$ cat config.mk
export PLATFORM = sky130hd
export DESIGN_NAME = rgb_block_serializer
export DESIGN_NICKNAME = d
export VERILOG_FILES = /design/src/rtl/rgb_block_serializer.sv
export SDC_FILE = /design/constraint.sdc
export NUM_CORES = 2
export LEC_CHECK = 0
export CORE_AREA = 2 2 625 627
export DETAILED_ROUTE_END_ITERATION = 8
export DIE_AREA = 0 0 627 629
export GPL_TIMING_DRIVEN = 0
export PLACE_DENSITY = 0.61
export SETUP_SLACK_MARGIN = 0.4
export SLEW_MARGIN = 10
export SYNTH_ARGS = -nofsm -noshare
export SYNTH_HDL_FRONTEND = slang
export SYNTH_SLANG_ARGS = --single-unit
$ cat constraint.sdc
create_clock -name clk -period 72 [get_ports clk]
set_input_delay 10.8 -clock clk [delete_from_list [all_inputs] [get_ports clk]]
set_output_delay 10.8 -clock clk [all_outputs]
set_load 0.1 [all_outputs]
$ cat src/rtl/rgb_block_serializer.sv
// Two-slot ping-pong buffer for 8x8 RGB blocks, streamed one pixel per cycle
// with absolute image coordinates and block/frame markers.
module rgb_block_serializer #(
  parameter int unsigned W_BLK = 8
) (
  input  logic                         clk,
  input  logic                         rst,
  input  logic                         valid_in,
  input  logic [7:0][7:0][7:0]         r,
  input  logic [7:0][7:0][7:0]         g,
  input  logic [7:0][7:0][7:0]         b,
  output logic                         ready_in,
  input  logic [W_BLK-1:0]             width_blks,
  input  logic [W_BLK-1:0]             height_blks,
  output logic                         pix_valid,
  input  logic                         pix_ready,
  output logic [7:0]                   pix_r,
  output logic [7:0]                   pix_g,
  output logic [7:0]                   pix_b,
  output logic [W_BLK+2:0]             pix_x,
  output logic [W_BLK+2:0]             pix_y,
  output logic                         sob,
  output logic                         eob,
  output logic                         eof,
  output logic                         overflow
);

  localparam int unsigned W_PIX = W_BLK + 3;

  typedef enum logic {S_IDLE, S_STREAM} state_t;

  state_t                     state;
  logic [1:0]                 cnt;
  logic [1:0]                 cnt_nxt;
  logic                       wp;
  logic                       rp;
  logic [5:0]                 idx;
  logic [W_BLK-1:0]           bc;
  logic [W_BLK-1:0]           br;
  logic [W_BLK-1:0]           w_lat;
  logic [W_BLK-1:0]           h_lat;
  logic [1:0][7:0][7:0][7:0]  mem_r;
  logic [1:0][7:0][7:0][7:0]  mem_g;
  logic [1:0][7:0][7:0][7:0]  mem_b;

  logic       wr_en;
  logic       drop;
  logic       hs;
  logic       last_pix;
  logic       pop;
  logic       last_col;
  logic       last_row;
  logic       first_blk;
  logic [2:0] row;
  logic [2:0] col;

  assign wr_en     = valid_in && (cnt != 2'd2);
  assign drop      = valid_in && (cnt == 2'd2);
  assign pix_valid = (state == S_STREAM);
  assign hs        = pix_valid && pix_ready;
  assign last_pix  = (idx == 6'd63);
  assign pop       = hs && last_pix;
  assign cnt_nxt   = cnt + 2'(wr_en) - 2'(pop);
  assign ready_in  = (cnt != 2'd2);
  assign last_col  = (bc >= w_lat - W_BLK'(1));
  assign last_row  = (br >= h_lat - W_BLK'(1));
  assign first_blk = (bc == '0) && (br == '0);
  assign row       = idx[5:3];
  assign col       = idx[2:0];

  // Presentation is gated by pix_valid so every pix_* output reads zero when idle.
  assign pix_r = pix_valid ? mem_r[rp][row][col] : 8'd0;
  assign pix_g = pix_valid ? mem_g[rp][row][col] : 8'd0;
  assign pix_b = pix_valid ? mem_b[rp][row][col] : 8'd0;
  assign pix_x = pix_valid ? W_PIX'({bc, col}) : '0;
  assign pix_y = pix_valid ? W_PIX'({br, row}) : '0;
  assign sob   = pix_valid && (idx == 6'd0);
  assign eob   = pix_valid && last_pix;
  assign eof   = eob && last_col && last_row;

  // Block storage: a whole block lands in slot wp in one cycle.
  always_ff @(posedge clk) begin
    if (wr_en) begin
      mem_r[wp] <= r;
      mem_g[wp] <= g;
      mem_b[wp] <= b;
    end
  end

  // Occupancy, read FSM, pixel index and block position.
  always_ff @(posedge clk or negedge rst) begin
    if (!rst) begin
      state    <= S_IDLE;
      cnt      <= 2'd0;
      wp       <= 1'b0;
      rp       <= 1'b0;
      idx      <= 6'd0;
      bc       <= '0;
      br       <= '0;
      w_lat    <= W_BLK'(1);
      h_lat    <= W_BLK'(1);
      overflow <= 1'b0;
    end else begin
      cnt   <= cnt_nxt;
      state <= (cnt_nxt != 2'd0) ? S_STREAM : S_IDLE;
      if (wr_en) wp <= ~wp;
      if (drop) overflow <= 1'b1;
      // Frame size is captured while the first pixel of block (0,0) is presented.
      if (pix_valid && (idx == 6'd0) && first_blk) begin
        w_lat <= (width_blks == '0) ? W_BLK'(1) : width_blks;
        h_lat <= (height_blks == '0) ? W_BLK'(1) : height_blks;
      end
      if (hs) begin
        idx <= idx + 6'd1;
        if (last_pix) begin
          rp <= ~rp;
          if (last_col) begin
            bc <= '0;
            br <= last_row ? '0 : br + W_BLK'(1);
          end else begin
            bc <= bc + W_BLK'(1);
          end
        end
      end
    end
  end

endmodule

==> flow_summary.yaml <==
clocking:
  clock-sinks: 3116
  postCtsSetupRepairBufs: 0
  clk_pin_slew_worst_paths_ns: 0.06
  cts_buffers: 348
  cts-hold-fix-buffers: 0
  cts_max_level: 5
  cts_tree: "built"
  clockRootBuffer: "clkbuf_16"
  clk_latency_ns: 0.99
  ctsLongestPathBuffers: 4
  ctsResizeCount: 0
placement:
  dp.cells: 12350
  port_buffers: 1607
  placed_area_sq_um: 146100
  routabilityCongestion: 0.8814
  dp_slack_ns: 53.74
  dp_hpwl_um: 453200
yosys:
  ys_seq_area_frac: 0.7758
  syn-instance-count: 5418
  synth_area_sq_um: 120300
  ys_top_cells_by_area: "edfxtp_1, mux4_2, mux2i_1"
  synth-edff-count: 3072
  yosys.area.top_type_share: 0.7667
  synth_flop_cell: "edfxtp_1"
  ys_ff_latch: 3116
  syn_nets: 7000
  yosysWarnings: 0
  yosysTopAreaCell: "edfxtp_1"
  synth_cell_types: 66
  avgSynthCellArea_sq_um: 22.21
  async_flop_share: 0.01412
detailed_routing:
  first_iter_violations: 11020
  detail_route.wl_per_cell_um: 44.03
  drtPass1Iterations: 5
  vias: 72070
  via_per_inst: 5.444
  drc: 0
  ant_nets: 0
  drt_wl_total_um: 583000
setup_path:
  cp-start-kind: "flip-flop"
  critPathMaxFanout: 10
  end_kind: "output port"
  cp.arrival_ns: 8.47
  worst_ep_required_time_ns: 61.20
  path_class: "reg -> out"
layout:
  filler_cell_count: 34330
  multi_input_area_sq_um: 24790
  seqCellArea_sq_um: 93350
  drive_gt1_frac: 0.2016
  area_delta_synth_final_pct: 31.32
  layout.nets: 9090
  design_area_sq_um: 158000
  stdcell_count: 13240
floorplan:
  die-area_sq_um: 394400
  std_cell_rows: 229
  ios: 1608
  initial_core_util: 0.3104
  die_h_um: 629
  core_sq_um: 387700
  die_x_um: 627
outcome:
  violations: "max-capacitance violations, max-slew violations"
  status: "finished with violations"
timing:
  hold_viol: 0
  maxSlewHeadroom: -0.05228
  worstMarginPinSlew_ns: 1.569
  setup_viol: 0
  final.period_utilization: 0.2677
  fmax_ghz: 0.05189
  rsz0062_at_grt: "no"
  slew_violations: 2
  clock_skew_ns: 0.06217
  period_needed_ns: 19.27
  final.setup.worst_slack_ns: 52.73
global_route:
  grt_pass1_wl_um: 722900
  grt_max_degree: 63
  antenna_found_initial: 478
  overflow: 0
  track_usage: 0.2870
  grt_pass1_vias: 70630
pwr:
  p_seq_frac: 0.388
  power_switching_mw: 2.461
  switching_share: 0.3748
  p_leak_nw: 50.63
  internal-power_mw: 4.105
  p_comb_frac: 0.339
  clkPwrFrac: 0.272
  irDropWorstVdd_mv: 0.02429
  p_per_area_nw_per_um2: 41.56
job:
  max_cap_viol_count: 2
min_path:
  hp-class: "reg -> reg"
[sequential cells by signal, indices dropped and copies added, names as in the netlist]
| register | flops |
|---|---|
| mem_b | 1024 |
| mem_g | 1024 |
| mem_r | 1024 |
| bc | 8 |
| br | 8 |
| h_lat | 8 |
| w_lat | 8 |
| idx | 6 |
| cnt | 2 |
| overflow | 1 |
| pix_valid | 1 |
| rp | 1 |
| wp | 1 |
[synthesized netlist by cell type, types with 22 or more instances]
cell / count
nand3_1: 27
o221ai_1: 89
a221oi_1: 29
ha_1: 26
a211oi_1: 47
buf_4: 36
buf_6: 50
mux2i_1: 281
a22oi_1: 34
mux2_2: 24
mux4_1: 52
or3_1: 22
edfxtp_1: 3072
buf_2: 79
o21ai_0: 56
clkbuf_1: 83
nor2_1: 89
a21oi_1: 104
mux4_2: 624
dfrtp_1: 42
o22ai_1: 70
nand2_1: 196
[per-stage QoR]
stage	setup TNS (ns)	hold WS (ns)	util	power (mW)
2_1_floorplan	0	0.4584	-	4.261
3_3_place_gp	-3450.96	0.4746	0.3686	5.859
3_5_place_dp	0	0.4632	0.3768	4.816
4_1_cts	0	0.4892	0.4059	6.592
5_1_grt	0	0.5232	0.4067	6.707
6_report	0	0.4931	0.4076	6.566
[critical path: stages, from the launching register on]
cell	delay (ns)
dfrtp_1	0.46
buf_2	0.42
clkinv_1	0.85
nor2_2	1.29
buf_6	0.44
clkbuf_1	0.97
a21oi_1	0.69
o21ai_0	0.28
nand3_1	0.36
o211ai_1	0.26
clkdlybuf4s50_1	1.29
[power by group through the flow]
stage | sequential, mW | combinational [mW] | clock (mW)
floorplan | 3.34 | 0.921 | 0
global placement | 3.80 | 2.06 | 0
detailed placement | 2.59 | 2.23 | 0
CTS | 2.55 | 2.24 | 1.81
global route | 2.58 | 2.25 | 1.88
finish | 2.55 | 2.23 | 1.79
[layout by cell type (no fill, tap or decap), types with 83 or more instances in the layout]
cell type        synthesis  final
mux4_2                 624    624
a21oi_1                104    104
nand2_1                196    193
clkbuf_16                0    350
clkbuf_1                83    106
edfxtp_1              3072   3072
mux2i_1                281    279
buf_12                  18     83
diode_2                  0    261
clkdlybuf4s50_1          0   1604
buf_2                   79     86
o221ai_1                89     89
[layer usage]
layer / GRT usage / up-vias / wire [um]
li1: - / 27690 / -
met4: 0.1571 / 204 / 34190
met5: 0.004397 / - / 1585
met3: 0.09689 / 1396 / 65840
met2: 0.4708 / 5103 / 282600
met1: 0.3291 / 37680 / 198700
[layout make-up]
type | instances | area share
diodes | 261 | 0.004134
plain buffers | 298 | 0.01462
clock buffers | 427 | 0.05751
clock inverters | 197 | 0.01374
inverters | 20 | 0.0004751
multi-input cells | 1984 | 0.1569
flip-flops and latches | 3116 | 0.5908
well taps | 5197 | 0.04115
repair buffers | 1740 | 0.1207
[cells by family after synthesis]
group                      Yosys count  synth area share
AOI/OAI and AO/OA                  528           0.03093
adders and majority gates           26          0.002704
DFF                               3116            0.7758
muxes                              981            0.1538
xor gates and xnor gates            23          0.001674
buffers and inverters              318           0.01924
and+or+nand+nor                    426           0.01584
[path summary, 6_finish.rpt]
kind	startpoint	end	slack (ns)	cells past startpoint
worst min-delay path	overflow	overflow	0.49	1
worst max-delay path	idx[4]	pix_r[4]	52.73	10
min in group asynchronous	rst	cnt[1]	9.84	1
worst max register to register	idx[0]	h_lat[3]	67.14	10
worst min register to register	overflow	overflow	0.49	1
max in group asynchronous	rst	w_lat[0]	61.53	2
(Power assumes the default switching activity.)
